[src/rtl/shift_left_seq_pkg.sv]
// ---------------------------------------------------------------------------
// shift_left_seq_pkg
//
// Types and helpers shared by the sequential shifters.
//   state_t       : handshake FSM states (IDLE / SHIFT / DONE)
//   clamp_amount  : clamps a requested shift distance to the operand width.
//                   Shifting a WIDTH-bit operand by WIDTH or more positions
//                   always gives zero, so there is no point spending extra
//                   cycles beyond WIDTH.
//   mux2          : bit-level 2:1 multiplexer cell used to build shift stages.
// ---------------------------------------------------------------------------
package shift_left_seq_pkg;

  typedef enum logic [1:0] {
    IDLE  = 2'd0,
    SHIFT = 2'd1,
    DONE  = 2'd2
  } state_t;

  // Effective number of single-bit steps for a requested amount.
  function automatic int unsigned clamp_amount(input int unsigned amt,
                                               input int unsigned width);
    return (amt >= width) ? width : amt;
  endfunction

  // 2:1 mux cell: sel=0 passes d0, sel=1 passes d1.
  function automatic logic mux2(input logic sel, input logic d0, input logic d1);
    return sel ? d1 : d0;
  endfunction

endpackage

[src/rtl/shift_left_seq_step.sv]
// ---------------------------------------------------------------------------
// shift_left_seq_step
//
// One-position logical left shift stage with enable, built from 2:1 mux
// cells. Purely combinational; the register lives in the parent.
//   d   in   WIDTH  current value
//   en  in   1      1: output d << 1 (zero into LSB), 0: output d unchanged
//   q   out  WIDTH  stage output
// ---------------------------------------------------------------------------
module shift_left_step
  import shift_left_seq_pkg::*;
#(
  parameter int WIDTH = 4
) (
  input  logic [WIDTH-1:0] d,
  input  logic             en,
  output logic [WIDTH-1:0] q
);

  always_comb begin
    // NOTE: every bit of q is assigned on every pass, so no latch can be
    // inferred even though the assignments sit inside a loop.
    q[0] = mux2(en, d[0], 1'b0);
    for (int i = 1; i < WIDTH; i++) begin
      q[i] = mux2(en, d[i], d[i-1]);
    end
  end

endmodule

[src/rtl/shift_left_seq.sv]
// ---------------------------------------------------------------------------
// shift_left_seq
//
// Sequential logical left shifter: accepts (a, b) over a valid/ready
// handshake, shifts one bit per clock and presents s = a << b (zero-filled)
// until the consumer takes it. Shift distances of WIDTH or more are clamped
// to WIDTH steps, which yields zero.
//
// Ports
//   clk        in   1      rising-edge clock
//   rst_n      in   1      asynchronous active-low reset
//   in_valid   in   1      a and b are valid
//   in_ready   out  1      block can accept an operand (state IDLE)
//   a          in   WIDTH  operand
//   b          in   AMT_W  unsigned shift amount
//   out_valid  out  1      s holds a finished result (state DONE)
//   out_ready  in   1      consumer accepts s
//   s          out  WIDTH  result; forced to zero outside DONE
//   busy       out  1      shift in progress (state SHIFT)
// ---------------------------------------------------------------------------
module shift_left_seq
  import shift_left_seq_pkg::*;
#(
  parameter int WIDTH = 4,
  parameter int AMT_W = 4
) (
  input  logic             clk,
  input  logic             rst_n,
  input  logic             in_valid,
  output logic             in_ready,
  input  logic [WIDTH-1:0] a,
  input  logic [AMT_W-1:0] b,
  output logic             out_valid,
  input  logic             out_ready,
  output logic [WIDTH-1:0] s,
  output logic             busy
);

  // Counter must hold values 0..WIDTH.
  localparam int CNT_W = $clog2(WIDTH + 1);

  state_t             state;
  state_t             state_next;
  logic [WIDTH-1:0]   shreg;
  logic [WIDTH-1:0]   step_q;
  logic [CNT_W-1:0]   count;
  logic [CNT_W-1:0]   eff;
  logic               accept;

  assign accept = in_valid && in_ready;

  // Clamped step count for the operand currently offered on b.
  always_comb begin
    eff = CNT_W'(clamp_amount(32'(b), WIDTH));
  end

  // Single shift stage; it only shifts while the FSM is in SHIFT and
  // otherwise passes shreg through, so the register simply holds.
  shift_left_step #(
    .WIDTH (WIDTH)
  ) u_step (
    .d  (shreg),
    .en (state == SHIFT),
    .q  (step_q)
  );

  // ---------------------------------------------------------------------
  // State register
  // ---------------------------------------------------------------------
  always_ff @(posedge clk or negedge rst_n) begin
    // NOTE: clocked state uses non-blocking assignments so every register
    // samples the pre-edge values, independent of statement order.
    if (!rst_n) begin
      state <= IDLE;
    end else begin
      state <= state_next;
    end
  end

  // ---------------------------------------------------------------------
  // Datapath registers: shift register and remaining-step counter.
  // Both are reset so an aborted operation leaves nothing behind.
  // ---------------------------------------------------------------------
  always_ff @(posedge clk or negedge rst_n) begin
    if (!rst_n) begin
      shreg <= '0;
      count <= '0;
    end else if (accept) begin
      shreg <= a;
      count <= eff;
    end else if (state == SHIFT) begin
      shreg <= step_q;
      count <= count - CNT_W'(1);
    end
  end

  // ---------------------------------------------------------------------
  // Next-state logic
  // ---------------------------------------------------------------------
  always_comb begin
    state_next = state;
    unique case (state)
      IDLE: begin
        if (accept) begin
          state_next = (eff == '0) ? DONE : SHIFT;
        end
      end
      SHIFT: begin
        // count==1 means this edge performs the final shift.
        if (count == CNT_W'(1)) begin
          state_next = DONE;
        end
      end
      DONE: begin
        // Handoff cycle only; a new operand is taken from IDLE next cycle.
        if (out_ready) begin
          state_next = IDLE;
        end
      end
      default: state_next = IDLE;
    endcase
  end

  // ---------------------------------------------------------------------
  // Output logic
  // ---------------------------------------------------------------------
  always_comb begin
    in_ready  = (state == IDLE);
    busy      = (state == SHIFT);
    out_valid = (state == DONE);
    s         = (state == DONE) ? shreg : '0;
  end

endmodule
[config.mk]
export PLATFORM = sky130hd
export DESIGN_NAME = shift_left_seq
export DESIGN_NICKNAME = d
export VERILOG_FILES = /design/src/rtl/shift_left_seq_pkg.sv /design/src/rtl/shift_left_seq_step.sv /design/src/rtl/shift_left_seq.sv
export SDC_FILE = /design/constraint.sdc
export NUM_CORES = 1
export LEC_CHECK = 0
export CORE_MARGIN = 2
export CORE_UTILIZATION = 40
export DETAILED_ROUTE_END_ITERATION = 12
export PLACE_DENSITY_LB_ADDON = 0.12
export SLEW_MARGIN = 20
export SYNTH_ARGS = -nofsm -noshare
export SYNTH_HDL_FRONTEND = slang
export SYNTH_SLANG_ARGS = --single-unit
[constraint.sdc]
create_clock -name clk -period 3.4 [get_ports clk]
set_input_delay 0.85 -clock clk [delete_from_list [all_inputs] [get_ports clk]]
set_output_delay 0.85 -clock clk [all_outputs]
set_load 0.005 [all_outputs]
==> metrics.csv <==
stage;metric;value;unit
sta;RSZ-0062 raised after global routing;no;
yosys;cell taking the most area after synthesis;dfrtp_1;
cts;CTS root buffer;clkbuf_4;
grt;GRT Overall Usage;0.166;
sta;Rel. slew slack;0.639;
yosys;post-synthesis simple-gate area fraction;0.284;
yosys;post-synthesis adder-cell area fraction;0.0473;
power_and_ir_drop;static leakage;0.000315;uW
worst_setup_path;Max stage delay on crit path;500;ps
sta;Final period util;0.740;
cts;TritonCTS clock tree;done;
sta;final hold violations;0;
yosys;post-synthesis mux area share;0;
route;Routed WL;1.07;mm
cts;clock sink count;9;
sta;crit path time final;2520;ps
power_and_ir_drop;Sw Share;0.384;
yosys;Post-Synthesis Cells;56;
die;Die Area;1630;um^2
finish;final core occ;0.577;
worst_setup_path;CP Launch Type;flip-flop;
power_and_ir_drop;Sw Pwr;212;uW
die;die width;40.4;um
power_and_ir_drop;Flop pwr share;0.378;
grt;GRT overflow;0;
die;height of the die;40.4;um
yosys;Post-synth EDFFs;0;
power_and_ir_drop;Comb power frac;0.476;
power_and_ir_drop;clock power share;0.146;
die;initial core utilization;0.417;
status;status;complete, no violations;
yosys;synth cell count leaders;dfrtp_1 (9), nand3_1 (7), nand2_1 (5);
yosys;top-count cell post-synth;dfrtp_1;
yosys;top_reg_cell synth;dfrtp_1;
cts;post_cts resized;0;
cts;Max clock buf depth;2;
hold_path;HP Class;flip-flop to flip-flop;
sta;Fmax;0.398;GHz
power_and_ir_drop;total internal power;340;uW
run;Max-cap violations;0;
yosys;largest family of logic cells by synthesized area;simple AND/OR/NAND/NOR gates;
grt;largest net degree at the start of global routing;10;
route;ANT nets after route;0;
finish;Layout area overhead;38.3;%
sta;Least-Margin Pin Slew;539;ps
grt;first-pass GRT wire length;1.72;mm
yosys;Post-Synthesis Cell Area;529;um^2
sta;setup tns final;0;ps
finish;NumNets Final;91;
worst_setup_path;Max FO, Critical Path;8;
finish;layout cells sized above 1;0.0789;
place;port bufs;18;
yosys;Yosys reg bits;9;
route;DR vias/cell;4.90;
cts;number of buffers created by CTS;3;
grt;vias in the first global route;389;
worst_setup_path;Crit Path Class;flip-flop to primary output;
worst_setup_path;CP Data Arrival Time;1670;ps
place;GPL Wtd Cong;0.699;
route;DR DRC count;0;
cts;hold buffers post-CTS;0;
worst_setup_path;CP required;2550;ps
die;Row Count;13;
cts;H-tree levels;1;
yosys;largest cells by area after synthesis;dfrtp_1 (43%), nand3_1 (6.6%), and2_1 (4.7%);
yosys;Synth top area share;0.426;
sta;final setup vio count;0;
yosys;Async S/R FF share, synth;1.00;
cts;Setup Buffers After CTS;0;
yosys;Unique masters post-synth;24;
route;DR pass1 iterations;3;
worst_setup_path;critical path's slowest cell;clkdlybuf4s50_1;
yosys;XOR/XNOR Fraction of Synth Area;0.0331;
power_and_ir_drop;VDD IR max;343;uV
sta;max-slew violations;0;
die;core footprint;1270;um^2
finish;n_diodes;0;
grt;antenna violations before repair;0;
place;Post-DP HPWL;816;um
route;initial drt markers;5;
power_and_ir_drop;power per cell area;755;nW/um^2
worst_setup_path;CP Cell Sequence;and2b_1 > and2_1 > clkdlybuf4s50_1;
route;via count;446;
yosys;Avg Cell Area, Syn;9.45;um^2
yosys;yosys warns;0;
worst_setup_path;Worst setup EP type;primary output;
cts;clock slew at reported path FFs;60;ps
cts;worst skew pair latency;260;ps
sta;skew final;5.38;ps
yosys;sequential fraction of the synthesis area;0.426;
route;routed length per instance;11.7;um
die;IO Pins;19;
yosys;syn nets;70;
yosys;Synth Area in Compound Gates;0.132;
==> critical path, delay by kind of cell (launching register included) <==
family / cells / cell delay (ps)
buf+inv: 1 / 500
flops: 1 / 450
simple gates: 2 / 460
==> state kept, by name, summed over array words and instances (netlist names) <==
signal,cells
state,2
shreg,4
count,3
==> placed cells by master (no fill, tap or decap) <==
master,n
a21oi_1,1
a22oi_1,3
and2_1,4
and2b_1,1
clkbuf_1,1
clkbuf_4,3
clkdlybuf4s50_1,18
dfrtp_1,9
ha_1,2
inv_1,4
inv_2,1
nand2_1,5
nand2b_1,1
nand3_1,7
nand3b_1,2
nor2_1,2
nor3b_2,1
o211ai_1,1
o21ai_0,3
o21ai_1,1
o221ai_2,1
or3_1,1
or3b_1,1
or4_1,1
xnor2_1,1
xor2_1,1
==> cells by family after synthesis <==
kind of cell,count (synthesis)
compound gates,10
fa+ha+maj,2
simple gates,26
flops,9
xor+xnor,2
buf+inv,7
==> worst paths after layout <==
path,start,slack [ps],cells after the start,endpoint
max in group asynchronous,rst_n,2230,1,count[1]$_DFFE_PN0P_
setup / recovery,state[0]$_DFFE_PN0P_,880,3,s[1]
min in group asynchronous,rst_n,880,1,shreg[2]$_DFFE_PN0P_
hold reg to reg,shreg[3]$_DFFE_PN0P_,500,2,shreg[3]$_DFFE_PN0P_
hold / removal,shreg[3]$_DFFE_PN0P_,500,2,shreg[3]$_DFFE_PN0P_
setup reg to reg,state[0]$_DFFE_PN0P_,2080,3,count[1]$_DFFE_PN0P_
==> routing by layer <==
layer	up-vias	GRT usage	share of wire
met2	13	0.218	0.46
li1	233	-	-
met1	200	0.244	0.49
met5	-	0	0
met3	0	0.0500	0.050
met4	0	0.0750	0
==> area by class of cell <==
cell class | count | area (um^2)
Clock buffer | 4 | 26.3
Timing Repair Buffer | 18 | 180
Sequential cell | 9 | 225
Fill cell | 121 | 537
Inverter | 5 | 18.8
Multi-Input combinational cell | 40 | 263
Tap cell | 15 | 18.8
==> per-stage QoR <==
stage,total power [uW],setup WS (ps),hold slack [ps],area [um^2],std cells
CTS,559,873,511,732,91
detailed placement,475,1150,496,706,87
floorplan,398,1720,458,529,56
finish,552,885,498,732,91
global route,609,786,550,732,91
global placement,475,1150,495,706,87
==> power by group through the flow <==
stage	Clock [uW]	Combinational, uW	Sequential (uW)
floorplan	0	201	197
global placement	0	266	209
detailed placement	0	264	211
CTS	84.9	266	208
global route	88.9	302	218
finish	80.8	263	209
No activity file was read; power rests on OpenSTA's default activity.
